### src/rtl/qblock_sprite_renderer.sv
// ----------------------------------------------------------------------------
// qblock_sprite_renderer
//
// Drives the question-block blink ROMs and turns their palette output into a
// pixel/hit pair for the frame compositor.
//
//   * Address stage (S1): the scan position (draw_x/draw_y) relative to the
//     block's top-left corner becomes a linear ROM address row*SPRITE_W+col.
//     The address is 0 whenever the pixel falls outside the sprite box.
//   * Colour stage (S2): the ROM colour is registered.  The transparent
//     KEY_COLOR, and anything outside the box, gives pix_hit=0 and
//     pix_color=0.
//   * Animation: a ping-pong blink 0,1,2,1,0,... over the three blink ROMs.
//     Each frame is held for FRAME_TICKS frame_start pulses.
//
// Pixel handshake: pix_valid qualifies draw_x/draw_y in the same cycle.
// pix_out_valid qualifies pix_hit/pix_color exactly two cycles later.
// There is no ready/back-pressure, so a pixel is never stalled or dropped
// except by Reset.
//
// Optional feature: define QBLOCK_BOUNCE_EN to enable the bump bounce.  A bump
// lifts the sprite by BUMP_PX pixels for BUMP_FRAMES frame_start pulses.
// Without the macro, bump is ignored.
//
// Ports
//   Clk, Reset      clock; synchronous active-high reset
//   frame_start     one-cycle pulse at start of vertical blank
//   block_active    1 = animate, 0 = show frame 0 and hold
//   bump            one-cycle hit pulse (bounce build only)
//   block_x/y       sprite top-left position
//   pix_valid       draw_x/draw_y valid this cycle
//   draw_x/y        current scan position
//   rom_addr        address to the blink ROMs
//   frame_sel       blink ROM select (0,1,2) for the external colour mux
//   rom_color       colour from the selected ROM (async read of rom_addr)
//   pix_out_valid   pix_hit/pix_color valid
//   pix_hit         pixel inside sprite and not transparent
//   pix_color       sprite colour, 0 when pix_hit=0
//   dbg_state       animation FSM state, for debug visibility
// ----------------------------------------------------------------------------
module qblock_sprite_renderer #(
    parameter int          SPRITE_W    = 20,
    parameter int          SPRITE_H    = 20,
    parameter int          FRAME_TICKS = 8,
    parameter logic [11:0] KEY_COLOR   = 12'h808,
    parameter int          BUMP_PX     = 4,
    parameter int          BUMP_FRAMES = 6
) (
    input  logic        Clk,
    input  logic        Reset,
    input  logic        frame_start,
    input  logic        block_active,
    input  logic        bump,
    input  logic [9:0]  block_x,
    input  logic [9:0]  block_y,
    input  logic        pix_valid,
    input  logic [9:0]  draw_x,
    input  logic [9:0]  draw_y,
    output logic [8:0]  rom_addr,
    output logic [1:0]  frame_sel,
    input  logic [11:0] rom_color,
    output logic        pix_out_valid,
    output logic        pix_hit,
    output logic [11:0] pix_color,
    output logic [1:0]  dbg_state
);

    // ------------------------------------------------------------------
    // Animation FSM encoding
    // ------------------------------------------------------------------
    localparam logic [1:0] S_IDLE = 2'd0;
    localparam logic [1:0] S_UP   = 2'd1;
    localparam logic [1:0] S_DOWN = 2'd2;

    // The tick counter must stay at least one bit wide when FRAME_TICKS == 1.
    localparam int              TICK_W    = (FRAME_TICKS > 1) ? $clog2(FRAME_TICKS) : 1;
    localparam logic [TICK_W-1:0] TICK_LAST = TICK_W'(FRAME_TICKS - 1);

    logic [1:0]        state;
    logic [TICK_W-1:0] tick;

    // ------------------------------------------------------------------
    // Effective sprite y (with optional bounce lift)
    // ------------------------------------------------------------------
    logic [9:0] eff_y;

`ifdef QBLOCK_BOUNCE_EN
    localparam int BNC_W = $clog2(BUMP_FRAMES + 1);

    logic [BNC_W-1:0] bounce_cnt;

    // A bump only starts a bounce from rest.  A load has priority over the
    // decrement, so a bump that lands on a frame_start gets its full length.
    always_ff @(posedge Clk) begin
        if (Reset) begin
            bounce_cnt <= '0;
        end else if (bump && (bounce_cnt == '0)) begin
            bounce_cnt <= BNC_W'(BUMP_FRAMES);
        end else if (frame_start && (bounce_cnt != '0)) begin
            bounce_cnt <= bounce_cnt - BNC_W'(1);
        end
    end

    // The lift saturates at the top of the screen instead of wrapping.
    always_comb begin
        eff_y = block_y;
        if (bounce_cnt != '0) begin
            eff_y = (block_y >= 10'(BUMP_PX)) ? (block_y - 10'(BUMP_PX)) : 10'd0;
        end
    end
`else
    // Bounce hardware is absent.  These names mark the inputs and parameters
    // as deliberately unused in this build.
    logic unused_bump;
    localparam int unused_bump_cfg = BUMP_PX + BUMP_FRAMES;

    assign unused_bump = bump;
    assign eff_y       = block_y;
`endif

    // ------------------------------------------------------------------
    // S1: box test and linear address
    // ------------------------------------------------------------------
    // The offsets are 11-bit two's complement.  A negative offset (bit 10 set)
    // means the scan is left of or above the sprite.
    logic [10:0] dx;
    logic [10:0] dy;
    logic        in_box_c;
    logic [8:0]  lin_addr;

    assign dx = {1'b0, draw_x} - {1'b0, block_x};
    assign dy = {1'b0, draw_y} - {1'b0, eff_y};

    assign in_box_c = !dx[10] && (dx[9:0] < 10'(SPRITE_W)) &&
                      !dy[10] && (dy[9:0] < 10'(SPRITE_H));

    // The product is only meaningful inside the box, where it stays below
    // SPRITE_W*SPRITE_H.  Otherwise the address is forced to 0 below.
    assign lin_addr = 9'(int'(dy[9:0]) * SPRITE_W + int'(dx[9:0]));

    logic s1_valid;
    logic s1_in_box;

    always_ff @(posedge Clk) begin
        if (Reset) begin
            rom_addr  <= '0;
            s1_valid  <= 1'b0;
            s1_in_box <= 1'b0;
        end else begin
            rom_addr  <= in_box_c ? lin_addr : 9'd0;
            s1_valid  <= pix_valid;
            s1_in_box <= in_box_c;
        end
    end

    // ------------------------------------------------------------------
    // S2: colour register with transparency key
    // ------------------------------------------------------------------
    // rom_color is the asynchronous read of the registered rom_addr, so it
    // belongs to the pixel currently held in S1.
    logic hit_c;

    assign hit_c = s1_valid && s1_in_box && (rom_color != KEY_COLOR);

    always_ff @(posedge Clk) begin
        if (Reset) begin
            pix_out_valid <= 1'b0;
            pix_hit       <= 1'b0;
            pix_color     <= '0;
        end else begin
            pix_out_valid <= s1_valid;
            pix_hit       <= hit_c;
            pix_color     <= hit_c ? rom_color : 12'h000;
        end
    end

    // ------------------------------------------------------------------
    // Animation FSM
    // ------------------------------------------------------------------
    // Dropping block_active returns to frame 0 at once, without waiting for
    // blanking.  Otherwise the FSM only moves on frame_start.
    //
    // S_IDLE treats its first frame_start like an S_UP step.  That pulse
    // therefore already counts toward holding frame 0.
    always_ff @(posedge Clk) begin
        if (Reset || !block_active) begin
            state     <= S_IDLE;
            tick      <= '0;
            frame_sel <= 2'd0;
        end else if (frame_start) begin
            if (tick == TICK_LAST) begin
                tick <= '0;
                if (state == S_DOWN) begin
                    frame_sel <= frame_sel - 2'd1;
                    state     <= (frame_sel == 2'd1) ? S_UP : S_DOWN;
                end else begin
                    frame_sel <= frame_sel + 2'd1;
                    state     <= (frame_sel == 2'd1) ? S_DOWN : S_UP;
                end
            end else begin
                tick <= tick + TICK_W'(1);
                if (state == S_IDLE) begin
                    state <= S_UP;
                end
            end
        end
    end

    assign dbg_state = state;

endmodule

### config.mk
export PLATFORM = sky130hd
export DESIGN_NAME = qblock_sprite_renderer
export DESIGN_NICKNAME = d
export VERILOG_FILES = /design/src/rtl/qblock_sprite_renderer.sv
export SDC_FILE = /design/constraint.sdc
export NUM_CORES = 1
export LEC_CHECK = 0
export ABC_AREA = 1
export CELL_PAD_IN_SITES_DETAIL_PLACEMENT = 0
export CELL_PAD_IN_SITES_GLOBAL_PLACEMENT = 1
export CORE_MARGIN = 4
export CORE_UTILIZATION = 32
export CTS_CLUSTER_SIZE = 25
export DETAILED_ROUTE_END_ITERATION = 7
export GPL_ROUTABILITY_DRIVEN = 0
export PLACE_DENSITY_LB_ADDON = 0.1
export REMOVE_ABC_BUFFERS = 1
export SYNTH_ARGS = -nofsm -noshare
export SYNTH_HDL_FRONTEND = slang
export SYNTH_SLANG_ARGS = --single-unit
### constraint.sdc
create_clock -name Clk -period 5.1 [get_ports Clk]
set_input_delay 1.02 -clock Clk [delete_from_list [all_inputs] [get_ports Clk]]
set_output_delay 1.02 -clock Clk [all_outputs]
set_load 0.02 [all_outputs]
# Word level (Yosys, flattened, before mapping)
# Index checks and enable logic that the tools add are counted.
[totals]
register_bits = 32
output_inout_bits = 27
wordCells = 46
[classes]
add_sub_neg = 6
mul = 1
n_lt_le_gt_ge = 2
n_eq_ne = 4
mux = 7
n_bitwise = 2
reduce_logical = 15
[ops]
columns = ["cell", "count"]
rows = [
  ["10-bit by 10-bit subtractor with 11-bit output", 2],
  ["10-bit by 5-bit less-than comparator with 1-bit output, second input constant", 2],
  ["2-bit 2-to-1 mux", 6],
  ["12-bit != test, second input constant", 1],
  ["10-bit by 3-bit multiplier with 7-bit output, second input constant", 1],
  ["9-bit adder", 1],
  ["1-bit logical AND", 5],
  ["2-bit AND reduction", 2],
  ["2-bit OR reduction", 2],
  ["3-bit by 1-bit adder with 3-bit output, second input constant", 1],
  ["3-bit equality test, second input constant", 1],
  ["1-bit zero test", 3],
  ["3-bit 2-to-1 mux", 1],
  ["2-bit by 1-bit adder with 2-bit output, second input constant", 1],
  ["2-bit by 1-bit equality test with 1-bit output, second input constant", 1],
  ["2-bit equality test, second input constant", 1],
  ["2-bit zero test", 1],
  ["1-bit NOT", 2],
  ["2-bit nonzero test", 1],
  ["2-bit by 1-bit subtractor with 2-bit output, second input constant", 1],
  ["1-bit logical OR", 1],
]

# Logic depth before layout (Yosys ltp)
# Gate-level depths: netlist of the first run.
[depth]
ltp_word = 7
mapped_depth = 23
mapped_depth_nobuf = 22

# Worst setup path before layout of the first run
# No wires, ideal clock.
[synth_timing]
kind = "in2reg"
from = "input draw_y[0]"
to = "register rom_addr[8]"
t_arrival_ps = 3767
setup_slack_ps = 1216
stages = 21
n_path_buf = 0
cell_sequence = "inv_1 ha_1 inv_1 fa_1 nand2_1 nand2_1 nand3_1 nand2_1 ha_1 inv_1 fa_1 inv_1 ha_1 a21oi_1 inv_1 a21oi_1 inv_1 nand3_1 nand2_1 inv_1 nor2_1"
[synth_between]
elab_chain_cells = 6
word_cells_on_any_way = 9
cone_classes = "add/sub: 2; mul: 1; order compare: 1; bitwise: 1; reduce/logical: 4"
[synth_lines]
columns = ["item", "line", "rtl"]
rows = [
  ["from (decl)", "58", "input logic [9:0] draw_y,"],
  ["10-bit by 10-bit subtractor with 11-bit output *", "132", "assign dy = {1'b0, draw_y} - {1'b0, eff_y};"],
  ["parallel branches: the longest is 5 deep, another holds 10-bit by 3-bit multiplier with 7-bit output", "--", ""],
  ["to (signal assigned)", "150", "rom_addr <= in_box_c ? lin_addr : 9'd0;"],
  ["to (decl)", "59", "output logic [8:0] rom_addr,"],
]
# Mark *: on every way between the ends.
# A chain may end at the register's enable or synchronous reset.

# Worst setup path in the final report of the first run
[layout_timing]
from = "input block_y[0]"
to = "register rom_addr[8]"
[layout_between]
elab_chain_cells = 6
word_cells_on_any_way = 9
cone_classes = "add/sub: 2; mul: 1; order compare: 1; bitwise: 1; reduce/logical: 4"
[layout_lines]
columns = ["item", "line", "rtl"]
rows = [
  ["from (decl)", "55", "input logic [9:0] block_y,"],
  ["10-bit by 10-bit subtractor with 11-bit output *", "132", ""],
  ["parallel branches: the longest is 5 deep, another holds 10-bit by 3-bit multiplier with 7-bit output", "--", ""],
]
# Marked as above.

==> results of run 1 <==
==> sequential cells by signal (all words and copies together), names as in the netlist <==
register and count:
pix_hit 1, dbg_state 2, frame_sel 2, s1_in_box 1, tick 3, s1_valid 1
pix_color 12, rom_addr 9, pix_out_valid 1
==> stage by stage <==
stage | area, um2 | cells | utilization [%]
floorplan | 2680 | 413 | -
global placement | 3640 | 601 | 44.3
detailed placement | 3640 | 601 | 44.3
CTS | 3730 | 609 | 45.4
global route | 3730 | 609 | 45.4
finish | 3730 | 609 | 45.4
==> cells by family after synthesis <==
family          after synthesis  synth area share [%]
flops                        32                  23.8
xor+xnor                     10                  3.26
fa+ha+maj                    40                  19.7
simple gates                198                  32.3
compound gates               30                  6.14
buf+inv                     105                  14.8
==> area by class of cell <==
cell class	instances	area (um2)	share of cell area (%)
Multi-Input combinational cell	278	1650	44.2
Inverter	103	387	10.4
Timing Repair Buffer	83	831	22.3
Sequential cell	32	641	17.2
Clock buffer	6	82.6	2.21
Tap cell	105	131	3.52
Clock inverter	2	10.0	0.268
==> critical path, stage by stage <==
cell and delay (ns):
clkdlybuf4s50_1 0.48, ha_1 0.14, inv_1 0.08, fa_1 0.47
nand2_1 0.09, nand2_1 0.09, nand3_1 0.12, nand2_1 0.13
ha_1 0.33, inv_1 0.06, fa_1 0.52, inv_1 0.04
ha_1 0.30, a21oi_1 0.15, inv_1 0.05, a21oi_1 0.16
inv_1 0.06, nand3_1 0.07, nand2_1 0.05, inv_1 0.04
nor2_1 0.03
==> path summary, 6_finish.rpt <==
path	start	to	slack, ns	cells past startpoint
hold reg to reg	s1_in_box	pix_hit	0.43	2
setup / recovery	block_y[0]	rom_addr[8]	0.78	21
hold / removal	s1_in_box	pix_hit	0.43	2
setup reg to reg	tick[0]	dbg_state[1]	3.75	6
==> synth_stat cells, types with 3 or more instances <==
master / count
nor4_1: 3
xor2_1: 6
fa_1: 4
ha_1: 36
nand2_1: 95
nand3_1: 39
nor2_1: 41
dfxtp_1: 32
a21oi_1: 20
inv_1: 102
xnor2_1: 4
nand4_1: 8
o21ai_0: 4
==> power breakdown <==
part           switching (mW)  internal, mW
Sequential            0.00122         0.252
Combinational           0.229         0.189
Clock                  0.0864         0.107
==> layer usage <==
layer / up-vias / part of all wire [%]
met3: 5 / 4.8
met4: 0 / 1.5
met1: 1098 / 48
met5: - / 0
met2: 52 / 46
li1: 1466 / -
==> results_dict.tcl, run 1 <==
set metrics [dict create \
    total_power_uw 864 \
    row_count 33 \
    finalClockSkew_ns 0.00357 \
    max_freq_mhz 232 \
    gr-usage-met1_pct 14.9 \
    dpl.hpwl_um 5180 \
    setup.worst_path.class "primary input to flip-flop" \
    synth_flop_cell "dfxtp_1" \
    io_pins 85 \
    first_global_vias 2398 \
    via_per_inst 4.30 \
    final_common_cell "inv_1" \
    cts_tree "built" \
    core_area_um2 8220 \
    peakVddDrop_mv 0.132 \
    insertion_delay_ns 0.27 \
    synth_edf_count 0 \
    postCtsSetupBuffers 0 \
    die_width_um 99.7 \
    cts_root_buffer "clkbuf_8" \
    clockBufferDepth 2 \
    dr.pass1.iters 5 \
    power_density_nw_per_um2 232 \
    final_cell_mix "inv_1 (102), nand2_1 (95), clkdlybuf4s50_1 (83), nor2_1 (41), nand3_1 (39)" \
    cts_inserted_buffers 5 \
    final_layout_size_suffix_gt1_share_pct 3.17 \
    synth_seq_cells 32 \
    critPathCaptureType "flip-flop" \
    yosysUniqueCellTypes 30 \
    die_area_um2 9940 \
    synth_top_area_share_pct 23.8 \
    min_path_type "flip-flop to flip-flop" \
    syn_area_per_cell_um2 6.48 \
    grt.total_usage_pct 12.1 \
    clk_pin_slew_worst_paths_ns 0.06 \
    cp.arrival_ns 4.48 \
    ys_async_sr_fraction_pct 0 \
    syn2layout_area_growth_pct 38.8 \
    drv_slew 0 \
    antenna_found_initial 0 \
    fin_tns_setup_ns 0 \
    num_antenna_cells 0 \
    leakagePower_nw 1.97 \
    fin_ws_ns 0.781 \
    start_util_pct 32.7 \
    cts_hold_buf 0 \
    grt_pass1_wl_um 10000 \
    gr-max-usage-layer "met2" \
    yosys.area.top_type "dfxtp_1" \
    finalCritPeriodShare_pct 84.7 \
    ys_warn_count 0 \
    portBuffers 83 \
    fp.dieH_um 99.7 \
    drtIter0Drc 41 \
    worst_setup_path_start_kind "primary input" \
    drc 0 \
    synthTopCellsByArea "dfxtp_1 (24%), ha_1 (17%), inv_1 (14%), nand2_1 (13%), nand3_1 (7.3%)" \
    outcome "finished clean" \
    seq_area_frac_synth_pct 23.8 \
    finalSetupViolCount 0 \
    routed_wl_um 5930 \
    fin_nets 601 \
    htree_levels 2 \
    grt_util_met2_pct 21.0 \
    dp_slack_ns 0.456 \
    cp.required_ns 5.26 \
    num_vias 2621 \
    hold_viol_final 0 \
    grt_setup_unrepaired "no" \
    cap_viol_max_count 0 \
    fin_crit_ns 4.32 \
    worst_pin_slew_ns 0.352 \
    clock_sinks 32 \
    syn-cell-area_um2 2690 \
    grt_max_degree 13 \
    fill_cells 871 \
    grtUsageMet3_pct 2.03 \
    ant_nets 0 \
    synthCells 415 \
    wl_per_cell_um 9.73 \
    relSlewSlack_pct 76.5 \
    hold-worst-slack_ns 0.427 \
    gr-total-overflow 0 \
    cts_resized 0 \
    crit_fanout 4 \
]
No activity file was read; power rests on OpenSTA's default activity.
==> run 2: changes to the inputs <==
--- a/config.mk
+++ b/config.mk
@@ -9,7 +9,7 @@
 export CELL_PAD_IN_SITES_DETAIL_PLACEMENT = 0
 export CELL_PAD_IN_SITES_GLOBAL_PLACEMENT = 1
 export CORE_MARGIN = 4
-export CORE_UTILIZATION = 32
+export CORE_UTILIZATION = 29
 export CTS_CLUSTER_SIZE = 25
 export DETAILED_ROUTE_END_ITERATION = 7
 export GPL_ROUTABILITY_DRIVEN = 0
==> constraint.sdc (replaced) <==
create_clock -name Clk -period 3.9 [get_ports Clk]
set_input_delay 0.78 -clock Clk [delete_from_list [all_inputs] [get_ports Clk]]
set_output_delay 0.78 -clock Clk [all_outputs]
set_load 0.02 [all_outputs]
==> run 2 against run 1 <==
Effect of this change:
- critical endpoint unchanged
- routed wire length increased by 5.3%
- die area rose by 9.5%
- sequential share of layout area is 1.2 points lower
- count of clock-buffer cells in the layout unchanged
- setup slack got worse by 0.62 ns
==> results_dict.tcl, run 2 (synthesized netlist as in run 1, its figures left out) <==
set metrics [dict create \
    outcome "finished clean" \
    whs_path_depth 2 \
    fin_crit_ns 3.74 \
    grt_max_degree 13 \
    r2r_cells 6 \
    routed_wl_um 6240 \
    first_global_vias 2581 \
    cp.required_ns 4.07 \
    cts_tree "built" \
    dpl_cell_area_um2 3830 \
    max_stage_delay_ns 0.54 \
    postCtsSetupBuffers 0 \
    post-route-util_pct 45.1 \
    hold_viol_final 0 \
    r2r_end "dbg_state[1]" \
    gr-usage-met1_pct 14.6 \
    worst_pin_slew_ns 0.371 \
    path_cells "clkdlybuf4s50_1 > inv_1 > ha_1 > inv_2 > fa_2 > nand2_1 > nand2_1 > nand3_1 > nand2_2 > ha_4 > inv_1 > fa_1 > inv_2 > ha_4 > a21oi_2 > inv_1 > a21oi_2 > inv_1 > nand3_1 > nand2_1 > inv_1 > nor2_1" \
    num_antenna_cells 0 \
    p_seq_share_pct 25.0 \
    clock_power_share_pct 22.7 \
    final_area_um2 4010 \
    largest_register_ffs 12 \
    dr.pass1.iters 4 \
    drc 0 \
    drtIter0Drc 59 \
    die_area_um2 10900 \
    fill_cells 970 \
    crit_fanout 3 \
    min_delay_worst_endpoint "pix_hit" \
    reg.largest.list "pix_color (12), rom_addr (9), tick (3)" \
    clock_sinks 32 \
    cp.arrival_ns 3.91 \
    cts_inserted_buffers 5 \
    core_area_um2 8890 \
    fin_nets 626 \
    final_layout_size_suffix_gt1_share_pct 10.4 \
    grtUsageMet3_pct 1.86 \
    dp_slack_ns -0.365 \
    setup.worst_path.class "primary input to flip-flop" \
    antenna_found_initial 0 \
    max_freq_mhz 267 \
    switching_share_pct 34.3 \
    multiInputGateArea_um2 1720 \
    clk_pin_slew_worst_paths_ns 0.07 \
    switching_power_uw 454 \
    ant_nets 0 \
    fp.dieH_um 104 \
    clockBufferDepth 2 \
    finalCritPeriodShare_pct 95.9 \
    cap_viol_max_count 0 \
    fin_tns_setup_ns 0 \
    finalClockSkew_ns 0.00517 \
    finalSetupViolCount 0 \
    r2r_start "tick[0]" \
    total_power_mw 1.32 \
    final_common_cell "inv_1" \
    dpl.hpwl_um 5440 \
    regArea_um2 641 \
    insertion_delay_ns 0.27 \
    combPwrFrac_pct 52.3 \
    worst_setup_path_start_kind "primary input" \
    grt_pass1_wl_um 10800 \
    row_count 34 \
    critPathCaptureType "flip-flop" \
    cts_root_buffer "clkbuf_8" \
    die_width_um 104 \
    syn2layout_area_growth_pct 49.2 \
    intPower_uw 870 \
    power_density_nw_per_um2 330 \
    fin_ws_ns 0.161 \
    htree_levels 2 \
    crit_path_frequent_cell "inv_1" \
    start_util_pct 30.3 \
    ff2ff_setup_slack_ns 2.55 \
    num_vias 2744 \
    drv_slew 0 \
    worstHoldStart "s1_in_box" \
    gr-total-overflow 0 \
    gr-max-usage-layer "met2" \
    min_path_type "flip-flop to flip-flop" \
    largest-register "pix_color" \
    grt.total_usage_pct 11.6 \
    final_cell_mix "inv_1 (99), nand2_1 (93), clkdlybuf4s50_1 (83), nor2_1 (41), nand3_1 (38)" \
    peakVddDrop_mv 0.122 \
    wl_per_cell_um 9.80 \
    portBuffers 83 \
    crit_slowest_cell "fa_1" \
    io_pins 85 \
    leakagePower_nw 2.10 \
    grt_util_met2_pct 20.1 \
    relSlewSlack_pct 75.2 \
    via_per_inst 4.31 \
]
-- run 2: area by class of cell --
type / count / share of cell area (%)
clock inverters: 2 / 0.873
repair buffers: 108 / 25.4
inverters: 103 / 9.64
multi-input cells: 278 / 43.0
flip-flops and latches: 32 / 16.0
clock buffers: 6 / 1.81
well taps: 108 / 3.37
-- run 2: critical path, delay by kind of cell --
family / cells / cell delay (ns)
adders and majority gates: 5 / 1.59
and+or+nand+nor: 7 / 0.50
AOI/OAI and AO/OA: 2 / 0.25
buffers and inverters: 8 / 0.81
-- run 2: how the worst max path moves through the flow --
stage                        to       start
floorplan           rom_addr[8]   draw_y[0]
global placement    rom_addr[8]  block_y[0]
detailed placement  rom_addr[8]  block_y[0]
CTS                 rom_addr[8]  block_y[0]
global route        rom_addr[8]   draw_y[0]
finish              rom_addr[8]   draw_y[0]
-- run 2: power by group through the flow --
stage | registers (mW) | clock network (mW) | logic [mW]
after global placement | 0.338 | 0 | 0.641
after floorplan | 0.340 | 0 | 0.410
after CTS | 0.331 | 0.314 | 0.667
after global routing | 0.331 | 0.325 | 0.800
after detailed placement | 0.338 | 0 | 0.648
final | 0.331 | 0.301 | 0.693
-- run 2: layer usage --
metal	part of all wire, %	up-vias
met2	47	54
met4	1.2	0
met1	47	1170
li1	-	1515
met3	4.7	5
met5	0	-
-- run 2: through the flow --
step | cells | hold slack (ns)
floorplan | 413 | 0.410
global placement | 629 | 0.423
detailed placement | 629 | 0.431
CTS | 637 | 0.439
global route | 637 | 0.453
finish | 637 | 0.431
-- run 2: what timing repair did --
item,CTS,global route
hold buffers,0,0
pin swaps,2,3
gates cloned,0,0
resized for setup,3,13
endpoints found under the setup margin,1,3
==> run 3: changes to the inputs <==
--- a/config.mk
+++ b/config.mk
@@ -14,6 +14,7 @@
 export DETAILED_ROUTE_END_ITERATION = 7
 export GPL_ROUTABILITY_DRIVEN = 0
 export PLACE_DENSITY_LB_ADDON = 0.1
+export RECOVER_POWER = 50
 export REMOVE_ABC_BUFFERS = 1
 export SYNTH_ARGS = -nofsm -noshare
 export SYNTH_HDL_FRONTEND = slang
==> run 3 against run 2 <==
Effect of this change:
- register-to-register slack is essentially flat
- die area is the same
- non-clock buffer count is the same
- total power is essentially flat
- critical path depth is the same
- clock power is essentially flat
- cell count is the same
- maximum frequency is essentially flat
- sequential share of layout area is the same
==> results_dict.tcl, run 3 (synthesized netlist as in run 1, its figures left out) <==
set metrics [dict create \
    outcome "finished clean" \
    drv_slew 0 \
    cts_inserted_buffers 5 \
    final_layout_size_suffix_gt1_share_pct 10.4 \
    finalCritPeriodShare_pct 95.9 \
    crit_path_frequent_cell "inv_1" \
    cp.arrival_ns 3.91 \
    setup.worst_path.class "primary input to flip-flop" \
    largest-register "pix_color" \
    path_cells "clkdlybuf4s50_1 > inv_1 > ha_1 > inv_2 > fa_2 > nand2_1 > nand2_1 > nand3_1 > nand2_2 > ha_4 > inv_1 > fa_1 > inv_2 > ha_4 > a21oi_2 > inv_1 > a21oi_2 > inv_1 > nand3_1 > nand2_1 > inv_1 > nor2_1" \
    routed_wl_um 6240 \
    path_buf_inv 8 \
    dpl.hpwl_um 5440 \
    grt_max_degree 13 \
    syn2layout_area_growth_pct 49.2 \
    start_util_pct 30.3 \
    fin_crit_ns 3.74 \
    ff2ff_setup_slack_ns 2.55 \
    via_per_inst 4.31 \
    post-route-util_pct 45.1 \
    portBuffers 83 \
    worst_setup_path_start_kind "primary input" \
    r2r_end "dbg_state[1]" \
    die_width_um 104 \
    power_density_nw_per_um2 330 \
    largest_register_ffs 12 \
    dp_slack_ns -0.365 \
    worstHoldStart "s1_in_box" \
    ant_nets 0 \
    worst_pin_slew_ns 0.377 \
    final_common_cell "inv_1" \
    peakVddDrop_mv 0.122 \
    clock_sinks 32 \
    whs_path_depth 2 \
    crit_slowest_cell "fa_1" \
    finalSetupViolCount 0 \
    drtIter0Drc 62 \
    insertion_delay_ns 0.27 \
    die_area_um2 10900 \
    antenna_found_initial 0 \
    reg.largest.list "pix_color (12), rom_addr (9), tick (3)" \
    cts_tree "built" \
    final_cell_mix "inv_1 (99), nand2_1 (93), clkdlybuf4s50_1 (61), nor2_1 (41), nand3_1 (38)" \
    relSlewSlack_pct 74.9 \
    clockBufferDepth 2 \
    r2r_cells 6 \
    cts_root_buffer "clkbuf_8" \
    grt_pass1_wl_um 10800 \
    grt.total_usage_pct 11.6 \
    max_stage_delay_ns 0.54 \
    htree_levels 2 \
    clk_pin_slew_worst_paths_ns 0.07 \
    crit_family "adder cells" \
    crit_fanout 3 \
    wl_per_cell_um 9.79 \
    max_freq_mhz 267 \
    num_vias 2743 \
    dpl_cell_area_um2 3830 \
    cap_viol_max_count 0 \
    cp.required_ns 4.07 \
    leakagePower_nw 2.17 \
    drc 0 \
    gr-total-overflow 0 \
    hold-worst-slack_ns 0.432 \
    min_delay_worst_endpoint "pix_hit" \
    min_path_type "flip-flop to flip-flop" \
    fin_ws_ns 0.161 \
    r2r_start "tick[0]" \
    fp.dieH_um 104 \
    hold_viol_final 0 \
    fin_nets 626 \
    dr.pass1.iters 4 \
    final_area_um2 4010 \
    first_global_vias 2581 \
    fill_cells 970 \
    row_count 34 \
    core_area_um2 8890 \
    cts_hold_buf 0 \
    critPathCaptureType "flip-flop" \
    finalClockSkew_ns 0.00446 \
    io_pins 85 \
    num_antenna_cells 0 \
]
[run 3: cell type report]
| cell class | instances | area, um2 | share of cell area, % |
|---|---|---|---|
| Clock inverter | 2 | 35.0 | 0.873 |
| Timing Repair Buffer | 108 | 1020 | 25.4 |
| Inverter | 103 | 387 | 9.64 |
| Sequential cell | 32 | 641 | 16.0 |
| Clock buffer | 6 | 72.6 | 1.81 |
| Tap cell | 108 | 135 | 3.37 |
| Multi-Input combinational cell | 278 | 1720 | 43.0 |
[run 3: metrics by stage]
step	total power [mW]	setup TNS, ns	instances
floorplan	0.750	0	413
global placement	0.979	-0.547	629
detailed placement	0.987	-0.631	629
CTS	1.31	0	637
global route	1.46	-0.00407	637
finish	1.32	0	637
[run 3: worst max path at each step]
stage	from	end	depth (start not counted)
2_1_floorplan	draw_y[0]	rom_addr[8]	21
3_3_place_gp	block_y[0]	rom_addr[8]	21
6_report	draw_y[0]	rom_addr[8]	22
5_1_grt	draw_y[0]	rom_addr[8]	22
4_1_cts	block_y[0]	rom_addr[8]	21
3_5_place_dp	block_y[0]	rom_addr[8]	21
[run 3: layer usage]
metal	wire [um]	share of wire, %	vias up	track usage, %
met3	292	4.7	5	1.86
met4	76	1.2	0	3.99
met2	2950	47	54	20.1
met5	0	0	-	0
met1	2920	47	1170	14.6
li1	-	-	1514	-
[run 3: timing repair]
action,in CTS,in global routing
setup buffers,0,0
setup endpoints to repair,1,3
gates cloned,0,0
pin swaps,2,3
resized for setup,3,13
[run 3: worst min-delay path, stage by stage, from the launching register on]
cell and delay (ns):
dfxtp_1 0.30, inv_1 0.04, nor4_1 0.05
[run 3: power by group]
group / leakage (nW) / switching [mW] / internal, mW / total, mW
logic: 1.86 / 0.341 / 0.351 / 0.692
clock network: 0.0552 / 0.112 / 0.189 / 0.301
registers: 0.258 / 0.00153 / 0.329 / 0.331
total: 2.17 / 0.455 / 0.869 / 1.32
